<file path="src/rtl/mem_arb_pkg.sv">
// Shared definitions for the memory bus arbiter: FSM state encoding, owner
// encoding and default parameter values. Contains no ports.
package mem_arb_pkg;

    typedef enum logic [1:0] {
        ST_IDLE = 2'd0,
        ST_GNT0 = 2'd1,
        ST_GNT1 = 2'd2
    } arb_state_e;

    typedef enum logic {
        OWN_M0 = 1'b0,
        OWN_M1 = 1'b1
    } owner_e;

    localparam int          TIMEOUT_DEFAULT  = 256;
    localparam logic [31:0] ERR_DATA_DEFAULT = 32'hDEADBEEF;

endpackage

</file>
<file path="src/rtl/mem_bus_arbiter_if.sv">
// Native valid/ready memory port bundle.
//   valid/instr/addr/wdata/wstrb : request, driven by the requester
//   ready/rdata                  : completion, driven by the responder
// modport master = the requesting side, modport slave = the responding side.
interface mem_bus_if;
    logic        valid;
    logic        instr;
    logic [31:0] addr;
    logic [31:0] wdata;
    logic [3:0]  wstrb;
    logic        ready;
    logic [31:0] rdata;

    modport master (output valid, instr, addr, wdata, wstrb, input  ready, rdata);
    modport slave  (input  valid, instr, addr, wdata, wstrb, output ready, rdata);
endinterface

</file>
<file path="src/rtl/mem_arb_watchdog.sv">
// Transfer watchdog counter.
//   clk, rst_n : clock, async active-low reset
//   clr        : zero the count (wins over en)
//   en         : count one stalled cycle
//   terminal   : count has reached TIMEOUT_CYCLES-1
// The count saturates at the terminal value and never wraps.
module mem_arb_watchdog #(
    parameter int TIMEOUT_CYCLES = 256
) (
    input  logic clk,
    input  logic rst_n,
    input  logic clr,
    input  logic en,
    output logic terminal
);
    localparam int             CW   = $clog2(TIMEOUT_CYCLES);
    localparam logic [CW-1:0]  TERM = CW'(TIMEOUT_CYCLES - 1);

    logic [CW-1:0] count;

    assign terminal = (count == TERM);

    always_ff @(posedge clk or negedge rst_n) begin
        if (!rst_n)                count <= '0;
        else if (clr)              count <= '0;
        else if (en && !terminal)  count <= count + 1'b1;
    end
endmodule

</file>
<file path="src/rtl/mem_bus_arbiter.sv">
// Two-master arbiter for the single native memory port.
//   clk, rst_n : clock, async active-low reset
//   m0, m1     : master ports (CPU core, DMA/accelerator)
//   mem        : port towards memory
//   grant      : one-hot owner {M1,M0}, 0 when idle
//   bus_err    : sticky watchdog-abort flag
//   err_clear  : synchronous clear of bus_err (a new abort wins)
// Grants alternate on completion; the owner keeps the bus until mem.ready or
// a watchdog abort. A master is never re-granted back-to-back, so a retained
// request sits out one idle cycle and the other master cannot starve.
module mem_bus_arbiter
    import mem_arb_pkg::*;
#(
    parameter int          TIMEOUT_CYCLES = TIMEOUT_DEFAULT,
    parameter logic [31:0] ERR_DATA       = ERR_DATA_DEFAULT
) (
    input  logic       clk,
    input  logic       rst_n,
    mem_bus_if.slave   m0,
    mem_bus_if.slave   m1,
    mem_bus_if.master  mem,
    output logic [1:0] grant,
    output logic       bus_err,
    input  logic       err_clear
);
    arb_state_e  state, state_nxt;
    owner_e      last_owner, own;
    logic [1:0]  m_valid;
    logic        gnt_any, cur_valid, wd_term, abort, done;

    logic        mem_valid_o, mem_instr_o;
    logic [31:0] mem_addr_o, mem_wdata_o;
    logic [3:0]  mem_wstrb_o;
    logic        rdy0, rdy1;
    logic [31:0] rd0, rd1;

    assign m_valid   = {m1.valid, m0.valid};
    assign gnt_any   = (state != ST_IDLE);
    assign own       = (state == ST_GNT1) ? OWN_M1 : OWN_M0;
    assign cur_valid = gnt_any && m_valid[own];
    // mem.ready on the terminal cycle still counts as a normal completion.
    assign abort     = cur_valid && wd_term && !mem.ready;
    assign done      = cur_valid && (mem.ready || wd_term);

    mem_arb_watchdog #(.TIMEOUT_CYCLES(TIMEOUT_CYCLES)) u_wdog (
        .clk      (clk),
        .rst_n    (rst_n),
        // Restart on every grant change so each transfer gets a full budget.
        .clr      (!gnt_any || (state_nxt != state)),
        .en       (gnt_any && !mem.ready),
        .terminal (wd_term)
    );

    // State register
    always_ff @(posedge clk or negedge rst_n) begin
        if (!rst_n) state <= ST_IDLE;
        else        state <= state_nxt;
    end

    // Next-state logic
    always_comb begin
        state_nxt = state;
        case (state)
            ST_IDLE: begin
                if (m0.valid && m1.valid)
                    state_nxt = (last_owner == OWN_M1) ? ST_GNT0 : ST_GNT1;
                else if (m0.valid)
                    state_nxt = ST_GNT0;
                else if (m1.valid)
                    state_nxt = ST_GNT1;
            end
            ST_GNT0: begin
                if (!m0.valid)  state_nxt = ST_IDLE;
                else if (done)  state_nxt = m1.valid ? ST_GNT1 : ST_IDLE;
            end
            ST_GNT1: begin
                if (!m1.valid)  state_nxt = ST_IDLE;
                else if (done)  state_nxt = m0.valid ? ST_GNT0 : ST_IDLE;
            end
            default: state_nxt = ST_IDLE;
        endcase
    end

    // Output muxes
    always_comb begin
        grant       = {state == ST_GNT1, state == ST_GNT0};
        mem_valid_o = 1'b0;
        mem_instr_o = 1'b0;
        mem_addr_o  = '0;
        mem_wdata_o = '0;
        mem_wstrb_o = '0;
        rdy0        = 1'b0;
        rdy1        = 1'b0;
        rd0         = '0;
        rd1         = '0;
        case (state)
            ST_GNT0: begin
                mem_valid_o = m0.valid && !abort;
                mem_instr_o = m0.instr;
                mem_addr_o  = m0.addr;
                mem_wdata_o = m0.wdata;
                mem_wstrb_o = m0.wstrb;
                rdy0        = done;
                rd0         = abort ? ERR_DATA : mem.rdata;
            end
            ST_GNT1: begin
                mem_valid_o = m1.valid && !abort;
                mem_instr_o = m1.instr;
                mem_addr_o  = m1.addr;
                mem_wdata_o = m1.wdata;
                mem_wstrb_o = m1.wstrb;
                rdy1        = done;
                rd1         = abort ? ERR_DATA : mem.rdata;
            end
            default: ;
        endcase
    end

    assign mem.valid = mem_valid_o;
    assign mem.instr = mem_instr_o;
    assign mem.addr  = mem_addr_o;
    assign mem.wdata = mem_wdata_o;
    assign mem.wstrb = mem_wstrb_o;
    assign m0.ready  = rdy0;
    assign m0.rdata  = rd0;
    assign m1.ready  = rdy1;
    assign m1.rdata  = rd1;

    // Fairness pointer: only real completions (including aborts) move it.
    always_ff @(posedge clk or negedge rst_n) begin
        if (!rst_n)     last_owner <= OWN_M1;
        else if (done)  last_owner <= own;
    end

    always_ff @(posedge clk or negedge rst_n) begin
        if (!rst_n)          bus_err <= 1'b0;
        else if (abort)      bus_err <= 1'b1;
        else if (err_clear)  bus_err <= 1'b0;
    end
endmodule
</file>
<file path="src/flat_wrapper.sv">
// flat-port wrapper written by rule: the top's interface ports become plain ports
module mem_bus_arbiter_flat import mem_arb_pkg::*;
#(
    parameter int          TIMEOUT_CYCLES = TIMEOUT_DEFAULT,
    parameter logic [31:0] ERR_DATA       = ERR_DATA_DEFAULT
)
  (clk, rst_n, grant, bus_err, err_clear, m0_valid, m0_instr, m0_addr, m0_wdata, m0_wstrb, m0_ready, m0_rdata, m1_valid, m1_instr, m1_addr, m1_wdata, m1_wstrb, m1_ready, m1_rdata, mem_valid, mem_instr, mem_addr, mem_wdata, mem_wstrb, mem_ready, mem_rdata);
  mem_bus_if m0_i ();
  mem_bus_if m1_i ();
  mem_bus_if mem_i ();
  input  logic clk;
  input  logic rst_n;
  output logic [1:0] grant;
  output logic bus_err;
  input  logic err_clear;
  input wire logic [$bits(m0_i.valid)-1:0] m0_valid;
  input wire logic [$bits(m0_i.instr)-1:0] m0_instr;
  input wire logic [$bits(m0_i.addr)-1:0] m0_addr;
  input wire logic [$bits(m0_i.wdata)-1:0] m0_wdata;
  input wire logic [$bits(m0_i.wstrb)-1:0] m0_wstrb;
  output wire logic [$bits(m0_i.ready)-1:0] m0_ready;
  output wire logic [$bits(m0_i.rdata)-1:0] m0_rdata;
  input wire logic [$bits(m1_i.valid)-1:0] m1_valid;
  input wire logic [$bits(m1_i.instr)-1:0] m1_instr;
  input wire logic [$bits(m1_i.addr)-1:0] m1_addr;
  input wire logic [$bits(m1_i.wdata)-1:0] m1_wdata;
  input wire logic [$bits(m1_i.wstrb)-1:0] m1_wstrb;
  output wire logic [$bits(m1_i.ready)-1:0] m1_ready;
  output wire logic [$bits(m1_i.rdata)-1:0] m1_rdata;
  output wire logic [$bits(mem_i.valid)-1:0] mem_valid;
  output wire logic [$bits(mem_i.instr)-1:0] mem_instr;
  output wire logic [$bits(mem_i.addr)-1:0] mem_addr;
  output wire logic [$bits(mem_i.wdata)-1:0] mem_wdata;
  output wire logic [$bits(mem_i.wstrb)-1:0] mem_wstrb;
  input wire logic [$bits(mem_i.ready)-1:0] mem_ready;
  input wire logic [$bits(mem_i.rdata)-1:0] mem_rdata;
  assign m0_i.valid = m0_valid;
  assign m0_i.instr = m0_instr;
  assign m0_i.addr = m0_addr;
  assign m0_i.wdata = m0_wdata;
  assign m0_i.wstrb = m0_wstrb;
  assign m0_ready = m0_i.ready;
  assign m0_rdata = m0_i.rdata;
  assign m1_i.valid = m1_valid;
  assign m1_i.instr = m1_instr;
  assign m1_i.addr = m1_addr;
  assign m1_i.wdata = m1_wdata;
  assign m1_i.wstrb = m1_wstrb;
  assign m1_ready = m1_i.ready;
  assign m1_rdata = m1_i.rdata;
  assign mem_valid = mem_i.valid;
  assign mem_instr = mem_i.instr;
  assign mem_addr = mem_i.addr;
  assign mem_wdata = mem_i.wdata;
  assign mem_wstrb = mem_i.wstrb;
  assign mem_i.ready = mem_ready;
  assign mem_i.rdata = mem_rdata;
  mem_bus_arbiter #(.TIMEOUT_CYCLES(TIMEOUT_CYCLES), .ERR_DATA(ERR_DATA)) u_core (.clk(clk), .rst_n(rst_n), .m0(m0_i), .m1(m1_i), .mem(mem_i), .grant(grant), .bus_err(bus_err), .err_clear(err_clear));
endmodule
</file>
<file path="config.mk">
export PLATFORM = sky130hd
export DESIGN_NAME = mem_bus_arbiter_flat
export DESIGN_NICKNAME = d
export VERILOG_FILES = /design/src/rtl/mem_arb_pkg.sv /design/src/rtl/mem_bus_arbiter_if.sv /design/src/rtl/mem_arb_watchdog.sv /design/src/rtl/mem_bus_arbiter.sv /design/src/flat_wrapper.sv
export SDC_FILE = /design/constraint.sdc
export NUM_CORES = 1
export LEC_CHECK = 0
export ABC_CLOCK_PERIOD_IN_PS = 3000
export CAP_MARGIN = 20
export CORE_AREA = 2 2 121 123
export DETAILED_ROUTE_END_ITERATION = 10
export DIE_AREA = 0 0 123 125
export PLACE_DENSITY = 0.57
export SLEW_MARGIN = 40
export SYNTH_ARGS = -nofsm -noshare
export SYNTH_HDL_FRONTEND = slang
export SYNTH_SLANG_ARGS = --single-unit
</file>
<file path="constraint.sdc">
create_clock -name clk -period 3 [get_ports clk]
set_input_delay 0.45 -clock clk [delete_from_list [all_inputs] [get_ports clk]]
set_output_delay 0.45 -clock clk [all_outputs]
set_load 0.05 [all_outputs]
</file>
* Word level (Yosys, flattened, before mapping)
Index checks and enable logic that the tools add are counted.
** Operators by class
- $add $sub $neg :: 1
- $lt $le $gt $ge :: 1
- Equal/unequal tests :: 4
- Muxes and demuxes :: 28
- Reductions and logical operators :: 19
** Operators with widths (count)
- 32-bit one-hot mux with 2 select lines :: 2
- 32-bit two-way mux :: 3
- 2-bit two-way mux :: 9
- 8-bit two-way mux :: 2
- 1-bit logical AND :: 9
- 8-bit by 1-bit adder with 8-bit output, second input constant :: 1
- 8-bit equality test, second input constant :: 1
- 1-bit two-way mux :: 8
- 4-bit one-hot mux with 2 select lines :: 1
- 2-bit one-hot mux with 3 select lines :: 1
- 2-bit nonzero test :: 3
- 1-bit logical NOT :: 4
- 1-bit one-hot mux with 2 select lines :: 2
- 2-bit by 1-bit equality test with 1-bit output, second input constant :: 1
- 2-bit equality test, second input constant :: 1
- 2-bit logical NOT :: 1
- 1-bit logical OR :: 2
- 1-bit by 2-bit less-than comparator with 1-bit output, second input constant :: 1
- 2-bit inequality test :: 1
** Storage, ports and cells
- Bits in registers :: 12
- Input bits :: 176
- Output and inout bits :: 139
- Word-level logic and storage cells :: 57

* Depth between registers and ports, before layout
Gate-level depths: netlist of the first run.
- Depth after elaboration :: 12
- Depth in mapped cells :: 9
- Gate-level depth less buffers :: 7

* By module
From an unflattened synthesis of the first run, not the netlist that was laid out.
** Unflattened totals
- Cell total of the unflattened synthesis :: 336
- Area, all modules :: 2472.4 sq um
** By module, submodules not included
- mem_bus_arbiter :: instances 1, cells an instance 289, area an instance 2003.2 sq um, seq. area each 101.3 sq um
- mem_arb_watchdog :: instances 1, cells an instance 47, area an instance 469.2 sq um, seq. area each 200.2 sq um

* Worst setup path before layout of the first run
No wires, ideal clock.
- Kind :: register -> register
- From :: register u_core.state[1]
- To :: register u_core.state[0]
- Arrival time :: 3425 ps
- Setup slack :: -505 ps
- Cell stages (with the launch flop) :: 9
- Buffers on the path :: 1
- Cells stage by stage :: dfrtp_1 -> inv_1 -> ha_1 -> clkbuf_1 -> a22o_1 -> nand2_1 -> nor4_1 -> o21ai_0 -> a21oi_1
** On the way
- Elaborated cells between the ends (all ways) :: 14
** RTL lines
- start: declaration :: line mem_bus_arbiter.sv:26 : arb_state_e state, state_nxt;
- start signal: assignment :: line mem_bus_arbiter.sv:57 : else state <= state_nxt;
- 2-bit by 1-bit equality test with 1-bit output
- named net grant[0] :: line flat_wrapper.sv:13 : output logic [1:0] grant;
- 2-bit one-hot mux with 3 select lines :: line mem_bus_arbiter.sv:63 : case (state)
- named net u_core.state_nxt[0] :: line mem_bus_arbiter.sv:26
The timed path passes the listed nets, and every way through them passes these cells. The select of a mux whose other input is x is not followed.
A chain may end at the register's enable or synchronous reset.

* Worst setup path after layout of the first run
- From :: register u_core.state[1]
- To :: output m0_rdata[24]
** On the way
- Cells in the longest elaborated chain, start to end :: 9
- Elaborated cells between the ends (all ways) :: 11
** Ends and longest elaborated chain
- 2-bit equality test :: line mem_bus_arbiter.sv:39 : assign own = (state == ST_GNT1) ? OWN_M1 : OWN_M0;
- 1-bit two-way mux :: line mem_bus_arbiter.sv:39
- 1-bit two-way mux (not written as such) (2 in series) :: line mem_bus_arbiter.sv:40 : assign cur_valid = gnt_any && m_valid[own];
- 1-bit logical AND :: line mem_bus_arbiter.sv:40
- 1-bit logical AND (2 in series) :: line mem_bus_arbiter.sv:42 : assign abort = cur_valid && wd_term && !mem.ready;
- 32-bit two-way mux :: line mem_bus_arbiter.sv:104 : rd0 = abort ? ERR_DATA : mem.rdata;
- 32-bit two-way mux (*) :: line mem_bus_arbiter.sv:96 : case (state)
- end: declaration :: line flat_wrapper.sv:22 : output wire logic [$bits(m0_i.rdata)-1:0] m0_rdata;
Mark *: on every way between the ends. The rest lies on a longest branch, timed or not. The select of a mux whose other input is x is not followed.

==> summary.txt, run 1 <==
Route
  • Post-Route WL: approximately 16000 microns
  • DRC Markers: 0
  • DR WL/cell: 20.0 microns
  • DRT iter0 DRCs: ~160
  • Via count: approximately 4000
  • Drt first pass iters: 4
  • Antenna viol nets, final: 0
  • Drt via density: between 4 and 5

Clock tree
  • Clock Latency Late Sink: 0.24 ns
  • CTS tree: done
  • Num CTS Buffers: 3
  • # clock sinks: 12
  • Clk buf depth: 2
  • Root Buffer: clkbuf_16
  • Clock H-tree levels: 1
  • Worst-path clk slew: approximately 0.040 ns

Worst setup path
  • Required @ worst endpoint: roughly 2.6 ns
  • CP Capture Type: primary output
  • Worst-path fanout max: 17
  • R2R setup slack: about 0.57 ns
  • CP cell instances: inv_1, ha_2, or2_4, or3_4, and3_1, buf_12
  • CP startpoint kind: register
  • CP max stage delay: 0.52 ns
  • Critical setup path kind: register to primary output
  • CP max-delay cell: dfrtp_1
  • Arrival @ worst endpoint: 2.32 ns

Logic synthesis
  • Post-synth EDFFs: 0
  • Synth cell count leaders: nor2b_1, a22oi_1, o21a_1, clkbuf_1, and3_1
  • Share of the synthesized area in the top cell type: 0.209
  • Seq cells post-synth: 12
  • Synthesized area per cell: 7.24 sq um
  • Register area share after synthesis: 0.121
  • Synthesis warning total: 0
  • Synth Instances: between 300 and 400
  • Synth area leaders: a22oi_1, nor2b_1, o21a_1, dfrtp_1, and3_1
  • Top FF cell, synth: dfrtp_1
  • Post-synth net total: between 500 and 600
  • Most instantiated library cell after synthesis: nor2b_1
  • Synth cell types: 44
  • Fraction of registers with async set/reset: 1.00
  • Largest area contributor in the netlist: a22oi_1
  • Post-Syn Area: around 2500 sq um

Power and ir drop
  • Net Sw Power: 0.00421 W
  • Sw Share: 0.522
  • Final total power: 0.00806 W
  • Clock Power Share: 0.034
  • Comb pwr share: 0.937
  • Power share of the sequential group: 0.029
  • Internal cell power: about 0.0039 W
  • Pwr per Cell Area: 1080 nW/um^2
  • Leakage: about 2.8 nW
  • VDD IR max: slightly above 0.5 mV

Final layout
  • Layout Utilization: 0.524
  • Nets: between 800 and 900
  • Fill count: about 1300
  • Design area: around 7400 sq um
  • Layout cells sized above 1: 0.338
  • Number of diodes: 0
  • Area growth, synth to finish: 199%

STA
  • Final sum of negative setup slack: 0 ns
  • Worst-Margin Slew: 0.601 ns
  • Slew HR: 0.599
  • Final worst slack: about 0.23 ns
  • FMAX: 361 MHz
  • Fin Clk Skew: about 0.0019 ns
  • Final Setup Violations: 0
  • Crit share post-route: 0.924
  • Slew Limit Fails: 0
  • Tmin final: between 2 and 3 ns
  • Fin. Hold Viols: 0
  • RSZ-0062 raised after global routing: no

Floorplan
  • Starting Density: 0.175
  • Vert. Die Dim: 125 microns
  • Core area: about 14000 sq um
  • Die Wd: roughly 120 microns
  • Row cnt: 44
  • Die ar.: 15400 sq um
  • # IOs: between 300 and 400

Global routing
  • Largest net degree at the start of global routing: 108
  • Vias in the first global route: 4057
  • Gr usage total: 0.200
  • First-pass GRT wire length: roughly 24000 microns
  • Initial antenna violation count: 0
  • GRT overflow: 0

Place
  • DP Worst Slack: between 0.2 and 0.25 ns
  • DP Area: 7340 sq um
  • IO buf count: 314
  • HPWL Detailed: 13400 microns
  • Gp weighted congestion: roughly 0.93

Hold path
  • HP Class: register to register

Job
  • Max_cap viols: 0

Outcome
  • Outcome: finished clean
-- path summary, 6_finish.rpt --
path                                        start                     end  depth (start not counted)
worst max-delay path              u_core.state[1]            m0_rdata[24]                          6
worst min-delay path            u_core.last_owner       u_core.last_owner                          2
worst max register to register    u_core.state[1]  u_core.u_wdog.count[6]                          6
worst min register to register  u_core.last_owner       u_core.last_owner                          2
max in group asynchronous                   rst_n  u_core.u_wdog.count[5]                          1
min in group asynchronous                   rst_n  u_core.u_wdog.count[7]                          1
-- worst max-delay path, delay by kind of cell (launching register included) --
kind	cells	cell delay [ns]
adder cells (fa/ha/maj)	1	0.25
flip-flops	1	0.52
buffers and inverters	2	0.30
AND/OR/NAND/NOR	3	0.99
-- stage by stage --
stage	hold WS, ns	cells
6_report	0.497	815
4_1_cts	0.505	815
5_1_grt	0.520	815
3_5_place_dp	0.494	811
3_3_place_gp	0.487	811
2_1_floorplan	0.154	343
-- power groups by stage --
stage	clock network, W	logic, W	registers (W)
floorplan	0	0.00400	0.000222
CTS	0.000275	0.00762	0.000235
detailed placement	0	0.00760	0.000236
finish	0.000272	0.00756	0.000235
global placement	0	0.00755	0.000234
global route	0.000285	0.00787	0.000240
-- state kept, by name, indices dropped and copies added (netlist names) --
register and count:
u_core.u_wdog.count 8, u_core.last_owner 1, u_core.bus_err 1, u_core.state 2
-- metal layers --
| metal | wire, microns | vias to the layer above | track usage |
|---|---|---|---|
| met1 | 5930 | 1846 | 0.224 |
| met5 | 0 | - | 0 |
| met4 | 167 | 0 | 0.0254 |
| met3 | 1790 | 12 | 0.0703 |
| met2 | 8400 | 221 | 0.369 |
| li1 | - | 1848 | - |
-- logic make-up (layout without fill, tap and decap cells) --
family | after synthesis | in the layout | share of synthesized area
AO/OA/AOI/OAI | 140 | 140 | 0.428
flip-flops | 12 | 12 | 0.121
adder cells (fa/ha/maj) | 5 | 5 | 0.0252
buffers and inverters | 48 | 336 | 0.0796
AND/OR/NAND/NOR | 130 | 130 | 0.316
XOR/XNOR | 6 | 6 | 0.0212
multiplexers | 2 | 2 | 0.00806
-- area by class of cell --
class,count,area (sq um),area share
Tap cell,184,230,0.0310
Clock buffer,4,88.8,0.0119
Inverter,5,18.8,0.00252
Multi-Input combinational cell,283,2150,0.289
Timing Repair Buffer,327,4650,0.625
Sequential cell,12,302,0.0406
-- placed cells by master (no fill, tap or decap), types with 3 or more instances in the layout --
master / count
a21oi_1: 4
clkdlybuf4s50_1: 177
o21a_1: 48
xor2_1: 3
nand3_1: 5
nor2b_2: 45
and3_1: 18
a22oi_1: 69
nor3_1: 11
nor2_1: 3
buf_4: 10
dfrtp_1: 11
buf_12: 140
nor2b_1: 26
inv_1: 5
nand4_1: 3
o21ai_0: 5
xnor2_1: 3
nand2_1: 7
clkbuf_16: 3
-- timing repair --
item	CTS	global route
buffers inserted	0	0
setup endpoints to repair	0	16
resized for setup	0	1
hold buffers	0	0
No activity file was read; power rests on OpenSTA's default activity.
==> run 2: changes to the inputs <==
--- a/config.mk
+++ b/config.mk
@@ -5,13 +5,13 @@
 export SDC_FILE = /design/constraint.sdc
 export NUM_CORES = 1
 export LEC_CHECK = 0
-export ABC_CLOCK_PERIOD_IN_PS = 3000
-export CAP_MARGIN = 20
-export CORE_AREA = 2 2 121 123
+export ABC_CLOCK_PERIOD_IN_PS = 2800
+export CORE_AREA = 2 2 123 125
 export DETAILED_ROUTE_END_ITERATION = 10
-export DIE_AREA = 0 0 123 125
-export PLACE_DENSITY = 0.57
+export DIE_AREA = 0 0 125 127
+export PLACE_DENSITY = 0.56
 export SLEW_MARGIN = 40
 export SYNTH_ARGS = -nofsm -noshare
 export SYNTH_HDL_FRONTEND = slang
+export SYNTH_HIERARCHICAL = 1
 export SYNTH_SLANG_ARGS = --single-unit
==> constraint.sdc (replaced) <==
create_clock -name clk -period 2.8 [get_ports clk]
set_input_delay 0.42 -clock clk [delete_from_list [all_inputs] [get_ports clk]]
set_output_delay 0.42 -clock clk [all_outputs]
set_load 0.05 [all_outputs]
==> summary.txt, run 2 <==
Logic synthesis
  • Seq cells post-synth: 12
  • Synth cell count leaders: nor2b_1, a22oi_1, o21a_1, clkbuf_1, and3_1
  • Post-synth net total: roughly 520
  • Top FF cell, synth: dfrtp_1
  • Most instantiated library cell after synthesis: nor2b_1
  • Fraction of registers with async set/reset: 1.00
  • Synth Instances: 336
  • Synth area leaders: a22oi_1, nor2b_1, o21a_1, dfrtp_1, and3_1
  • Share of the synthesized area in the top cell type: 0.213
  • Register area share after synthesis: 0.122
  • Synthesized area per cell: around 7.4 sq um
  • Post-synth EDFFs: 0
  • Synth cell types: 42
  • Largest area contributor in the netlist: a22oi_1
  • Post-Syn Area: between 2000 and 2500 sq um
  • Synthesis warning total: 6

STA
  • Final Setup Violations: 0
  • Slew Limit Fails: 0
  • Tmin final: between 2 and 3 ns
  • Worst-Margin Slew: about 0.61 ns
  • FMAX: 376 MHz
  • Fin. Hold Viols: 0
  • RSZ-0062 raised after global routing: no
  • Crit share post-route: 0.949
  • Final worst slack: 0.143 ns
  • Fin Clk Skew: between 0.004 and 0.005 ns
  • Slew HR: 0.589
  • Final sum of negative setup slack: 0 ns

Place
  • HPWL Detailed: approximately 12000 microns
  • DP Worst Slack: about 0.22 ns
  • Gp weighted congestion: approximately 0.89
  • IO buf count: between 300 and 400
  • Cells after DPL: around 800

Final layout
  • Layout cells sized above 1: 0.300
  • Number of diodes: 0
  • Nets: 806
  • FF+latch area: roughly 300 sq um
  • Area growth, synth to finish: 195%
  • Most flops, register: u_core/u_wdog/count
  • Multi-input combinational cell area: ~2100 sq um
  • Commonest non-fill, non-tap cells in the layout: clkdlybuf4s50_1, buf_12, a22oi_1
  • Fill count: approximately 1300
  • Non-Filler Instances: just over 800
  • Commonest non-fill, non-tap cell in the layout: clkdlybuf4s50_1
  • Layout Utilization: 0.506
  • Largest regs: u_core/u_wdog/count x8, u_core/state x2
  • Max reg flops: 8

Worst setup path
  • Required @ worst endpoint: between 2 and 2.5 ns
  • CP cell instances: inv_1, ha_1, nor2_1, and3_4, buf_12, o21a_1, buf_12
  • Arrival @ worst endpoint: about 2.2 ns
  • Delay-heaviest family, CP: buffers and inverters
  • CP max stage delay: around 0.47 ns
  • CP max-delay cell: dfrtp_1
  • Worst path most repeated cell: buf_12
  • CP startpoint kind: register
  • CP Capture Type: primary output
  • Critical setup path kind: register to primary output
  • Crit path buf inv count: 3
  • Worst-path fanout max: 32

Floorplan
  • # IOs: around 320
  • Vert. Die Dim: between 100 and 150 microns
  • Row cnt: 44
  • Die Wd: 125 microns
  • Die ar.: about 16000 sq um
  • Core area: roughly 14000 sq um
  • Starting Density: 0.171

Route
  • Post-Route WL: between 10000 and 15000 microns
  • Via count: between 3000 and 4000
  • DRC Markers: 0
  • Antenna viol nets, final: 0
  • DRT iter0 DRCs: approximately 140
  • Drt via density: about 4.7
  • DR WL/cell: between 15 and 20 microns
  • Drt first pass iters: 4

Clock tree
  • Root Buffer: clkbuf_16
  • Num CTS Buffers: 3
  • Hold Buf Count CTS: 0
  • Clock H-tree levels: 1
  • CTS tree: done
  • Worst-path clk slew: about 0.05 ns
  • Postcts setup bufs: 0
  • Post-CTS Resized: 0
  • Clock Latency Late Sink: 0.24 ns
  • # clock sinks: 12
  • Clk buf depth: 2

Power and ir drop
  • Leakage: 2.75 nW
  • VDD IR max: between 0.4 and 0.5 mV
  • Final total power: 0.00710 W
  • Pwr per Cell Area: approximately 970 nW/um^2

Global routing
  • Largest net degree at the start of global routing: 70
  • GRT overflow: 0
  • Vias in the first global route: slightly below 4000
  • Initial antenna violation count: 0
  • Gr usage total: 0.170
  • First-pass GRT wire length: between 20000 and 25000 microns

Outcome
  • Outcome: finished clean

Job
  • Max_cap viols: 0

Hold path
  • HP Class: register to register
==> run 2: cells by family after synthesis <==
| logic type | Yosys count | share of synthesized area |
|---|---|---|
| mux | 4 | 0.0207 |
| simple gates | 128 | 0.318 |
| flops | 12 | 0.122 |
| buf+inv | 44 | 0.0840 |
| compound gates | 143 | 0.430 |
| fa+ha+maj | 5 | 0.0253 |
==> run 2: per-layer routing <==
metal  GRT usage  vias up  share of wire
met5           0        -              0
met4      0.0248        0         0.0087
met3      0.0389        8          0.086
met2       0.329      218           0.53
met1       0.194     1753           0.38
li1            -     1834              -
==> run 2: through the flow <==
stage                     area (sq um)  hold slack, ns
after floorplan                   2530           0.124
after global placement            7220           0.502
after detailed placement          7220           0.504
after CTS                         7300           0.511
after global routing              7300           0.532
final                             7300           0.507
==> run 2: path summary, 6_finish.rpt <==
check,cells past startpoint,startpoint,slack [ns],endpoint
worst max-delay path,7,u_core/state[0],0.14,m1_rdata[9]
worst min-delay path,1,u_core/last_owner,0.51,u_core/last_owner
worst max register to register,9,u_core/u_wdog/count[0],0.18,u_core/u_wdog/count[3]
worst min register to register,1,u_core/last_owner,0.51,u_core/last_owner
max in group asynchronous,1,rst_n,1.83,u_core/u_wdog/count[4]
min in group asynchronous,1,rst_n,0.56,u_core/state[0]
==> run 2: where the power goes <==
group | total (W) | switching, W | leakage [nW] | internal (W)
Clock | 0.000273 | 0.0000808 | 0.0382 | 0.000192
Combinational | 0.00659 | 0.00354 | 2.55 | 0.00304
Sequential | 0.000240 | 0.0000330 | 0.161 | 0.000207
Total | 0.00710 | 0.00366 | 2.75 | 0.00344
==> run 2: final cells by class <==
cell class	instances	area share
well taps	184	0.0316
multi-input cells	280	0.281
clock buffers	4	0.0108
inverters	5	0.00257
repair buffers	323	0.633
flip-flops and latches	12	0.0413
==> run 3: changes to the inputs <==
--- a/config.mk
+++ b/config.mk
@@ -6,12 +6,14 @@
 export NUM_CORES = 1
 export LEC_CHECK = 0
 export ABC_CLOCK_PERIOD_IN_PS = 2800
-export CORE_AREA = 2 2 123 125
+export CELL_PAD_IN_SITES_DETAIL_PLACEMENT = 0
+export CELL_PAD_IN_SITES_GLOBAL_PLACEMENT = 1
+export CORE_ASPECT_RATIO = 1.5
+export CORE_MARGIN = 2
+export CORE_UTILIZATION = 16
 export DETAILED_ROUTE_END_ITERATION = 10
-export DIE_AREA = 0 0 125 127
-export PLACE_DENSITY = 0.56
+export PLACE_DENSITY = 0.81
 export SLEW_MARGIN = 40
 export SYNTH_ARGS = -nofsm -noshare
 export SYNTH_HDL_FRONTEND = slang
-export SYNTH_HIERARCHICAL = 1
 export SYNTH_SLANG_ARGS = --single-unit
==> summary.txt, run 3 (same netlist as run 1, synthesis figures left out) <==
Outcome
  • Outcome: finished clean

STA
  • Tmin final: 2.66 ns
  • Slew Limit Fails: 0
  • Hold slack: ~0.5 ns
  • Worst-Margin Slew: 0.607 ns
  • Slew HR: 0.595
  • FMAX: 376 MHz
  • Crit share post-route: 0.950
  • RSZ-0062 raised after global routing: no
  • Fin. Hold Viols: 0
  • Final sum of negative setup slack: 0 ns
  • Fin Clk Skew: ~0.0014 ns
  • Final Setup Violations: 0
  • Final worst slack: 0.140 ns

Place
  • Gp weighted congestion: 0.837
  • DP Area: ~7500 sq um
  • Cells after DPL: 826
  • HPWL Detailed: about 13000 microns
  • DP Worst Slack: -0.00778 ns
  • IO buf count: 314

Final layout
  • Non-Filler Instances: between 800 and 900
  • Fill count: approximately 1300
  • Area growth, synth to finish: 208%
  • Max reg flops: 8
  • Design area: between 7000 and 8000 sq um
  • Most flops, register: u_core.u_wdog.count
  • Commonest non-fill, non-tap cell in the layout: clkdlybuf4s50_1
  • Number of diodes: 0
  • Layout cells sized above 1: 0.343
  • Commonest non-fill, non-tap cells in the layout: clkdlybuf4s50_1, buf_12, a22oi_1
  • Nets: 814
  • Largest regs: u_core.u_wdog.count x8, u_core.state x2

Global routing
  • Gr usage total: 0.173
  • Vias in the first global route: about 4200
  • First-pass GRT wire length: 23100 microns
  • Initial antenna violation count: 0
  • Largest net degree at the start of global routing: just under 80
  • GRT overflow: 0

Route
  • Drt via density: 4.73
  • DRC Markers: 0
  • DR WL/cell: roughly 19 microns
  • Via count: between 3000 and 4000
  • Antenna viol nets, final: 0
  • DRT iter0 DRCs: roughly 270
  • Drt first pass iters: 5
  • Post-Route WL: roughly 16000 microns

Clock tree
  • Worst-path clk slew: roughly 0.040 ns
  • Root Buffer: clkbuf_16
  • Hold Buf Count CTS: 0
  • Clock Latency Late Sink: between 0.2 and 0.25 ns
  • Clock H-tree levels: 1
  • CTS tree: done
  • Clk buf depth: 2
  • Num CTS Buffers: 3
  • # clock sinks: 12

Worst setup path
  • Crit path buf inv count: 1
  • CP startpoint kind: register
  • Delay-heaviest family, CP: simple AND/OR/NAND/NOR gates
  • CP cell instances: ha_1, and3_1, nand2_1, or3_4, and3_1, buf_12
  • CP Capture Type: primary output
  • Required @ worst endpoint: about 2.4 ns
  • Arrival @ worst endpoint: between 2 and 2.5 ns
  • CP max-delay cell: or3_4
  • Critical setup path kind: register to primary output
  • Worst-path fanout max: 17
  • CP max stage delay: slightly below 0.5 ns
  • Worst path most repeated cell: and3_1

Floorplan
  • Core area: approximately 15000 sq um
  • Die ar.: approximately 17000 sq um
  • Row cnt: between 50 and 60
  • Starting Density: 0.164
  • Die Wd: between 100 and 150 microns
  • Vert. Die Dim: 157 microns
  • # IOs: approximately 320

Power and ir drop
  • VDD IR max: roughly 0.66 mV
  • Pwr per Cell Area: about 1200 nW/um^2
  • Leakage: approximately 2.9 nW

Job
  • Max_cap viols: 0

Hold path
  • HP Class: register to register
## run 3: cell count changes in the layout (fill, tap and decap cells not counted), moves of 5 or more
| cell | change |
|---|---|
| nor2b_1 | -20 |
| buf_4 | +5 |
| o21bai_1 | -5 |
| nor3_1 | +9 |
| nor2b_2 | -19 |
| nor2b_4 | +39 |
## run 3: area by class of cell
| cell class | instances | area (sq um) | share of cell area |
|---|---|---|---|
| flip-flops and latches | 12 | 303 | 0.0396 |
| clock buffers | 4 | 78.8 | 0.0103 |
| inverters | 5 | 18.8 | 0.00246 |
| multi-input cells | 283 | 2350 | 0.308 |
| repair buffers | 328 | 4640 | 0.607 |
| well taps | 199 | 249 | 0.0326 |
## run 3: worst min-delay path, delay by kind of cell, from the launching register on
family | cells | cell delay, ns
simple gates | 1 | 0.06
compound gates | 1 | 0.07
flops | 1 | 0.36
## run 3: metrics by stage
step | util | total power, W
3_3_place_gp | 0.498 | 0.00869
2_1_floorplan | - | 0.00494
3_5_place_dp | 0.498 | 0.00879
4_1_cts | 0.504 | 0.00909
5_1_grt | 0.505 | 0.00937
6_report | 0.505 | 0.00903
## run 3: timing repair
action	4_1_cts	5_1_grt
setup endpoints to repair	20	21
setup buffers	0	1
hold endpoints to repair	0	0
resized for setup	2	2
## run 3: where the power goes
group / switching (W) / internal [W]
clock network: 0.0000708 / 0.000191
logic: 0.00455 / 0.00397
registers: 0.0000415 / 0.000208
total: 0.00466 / 0.00437
## run 3: path summary, 6_finish.rpt
path	from	endpoint	slack [ns]	cells after the start
min	u_core.last_owner	u_core.last_owner	0.50	2
max	u_core.u_wdog.count[0]	m0_rdata[20]	0.14	6
min reg2reg	u_core.last_owner	u_core.last_owner	0.50	2
max reg2reg	u_core.u_wdog.count[0]	u_core.u_wdog.count[6]	0.45	6
max in group asynchronous	rst_n	u_core.state[1]	1.85	1
min in group asynchronous	rst_n	u_core.u_wdog.count[0]	0.55	1
## run 3: layer usage
layer	vias up	track usage	part of all wire
li1	1849	-	-
met1	1826	0.181	0.34
met2	233	0.330	0.53
met3	20	0.0691	0.12
met4	0	0.0276	0.013
met5	-	0	0
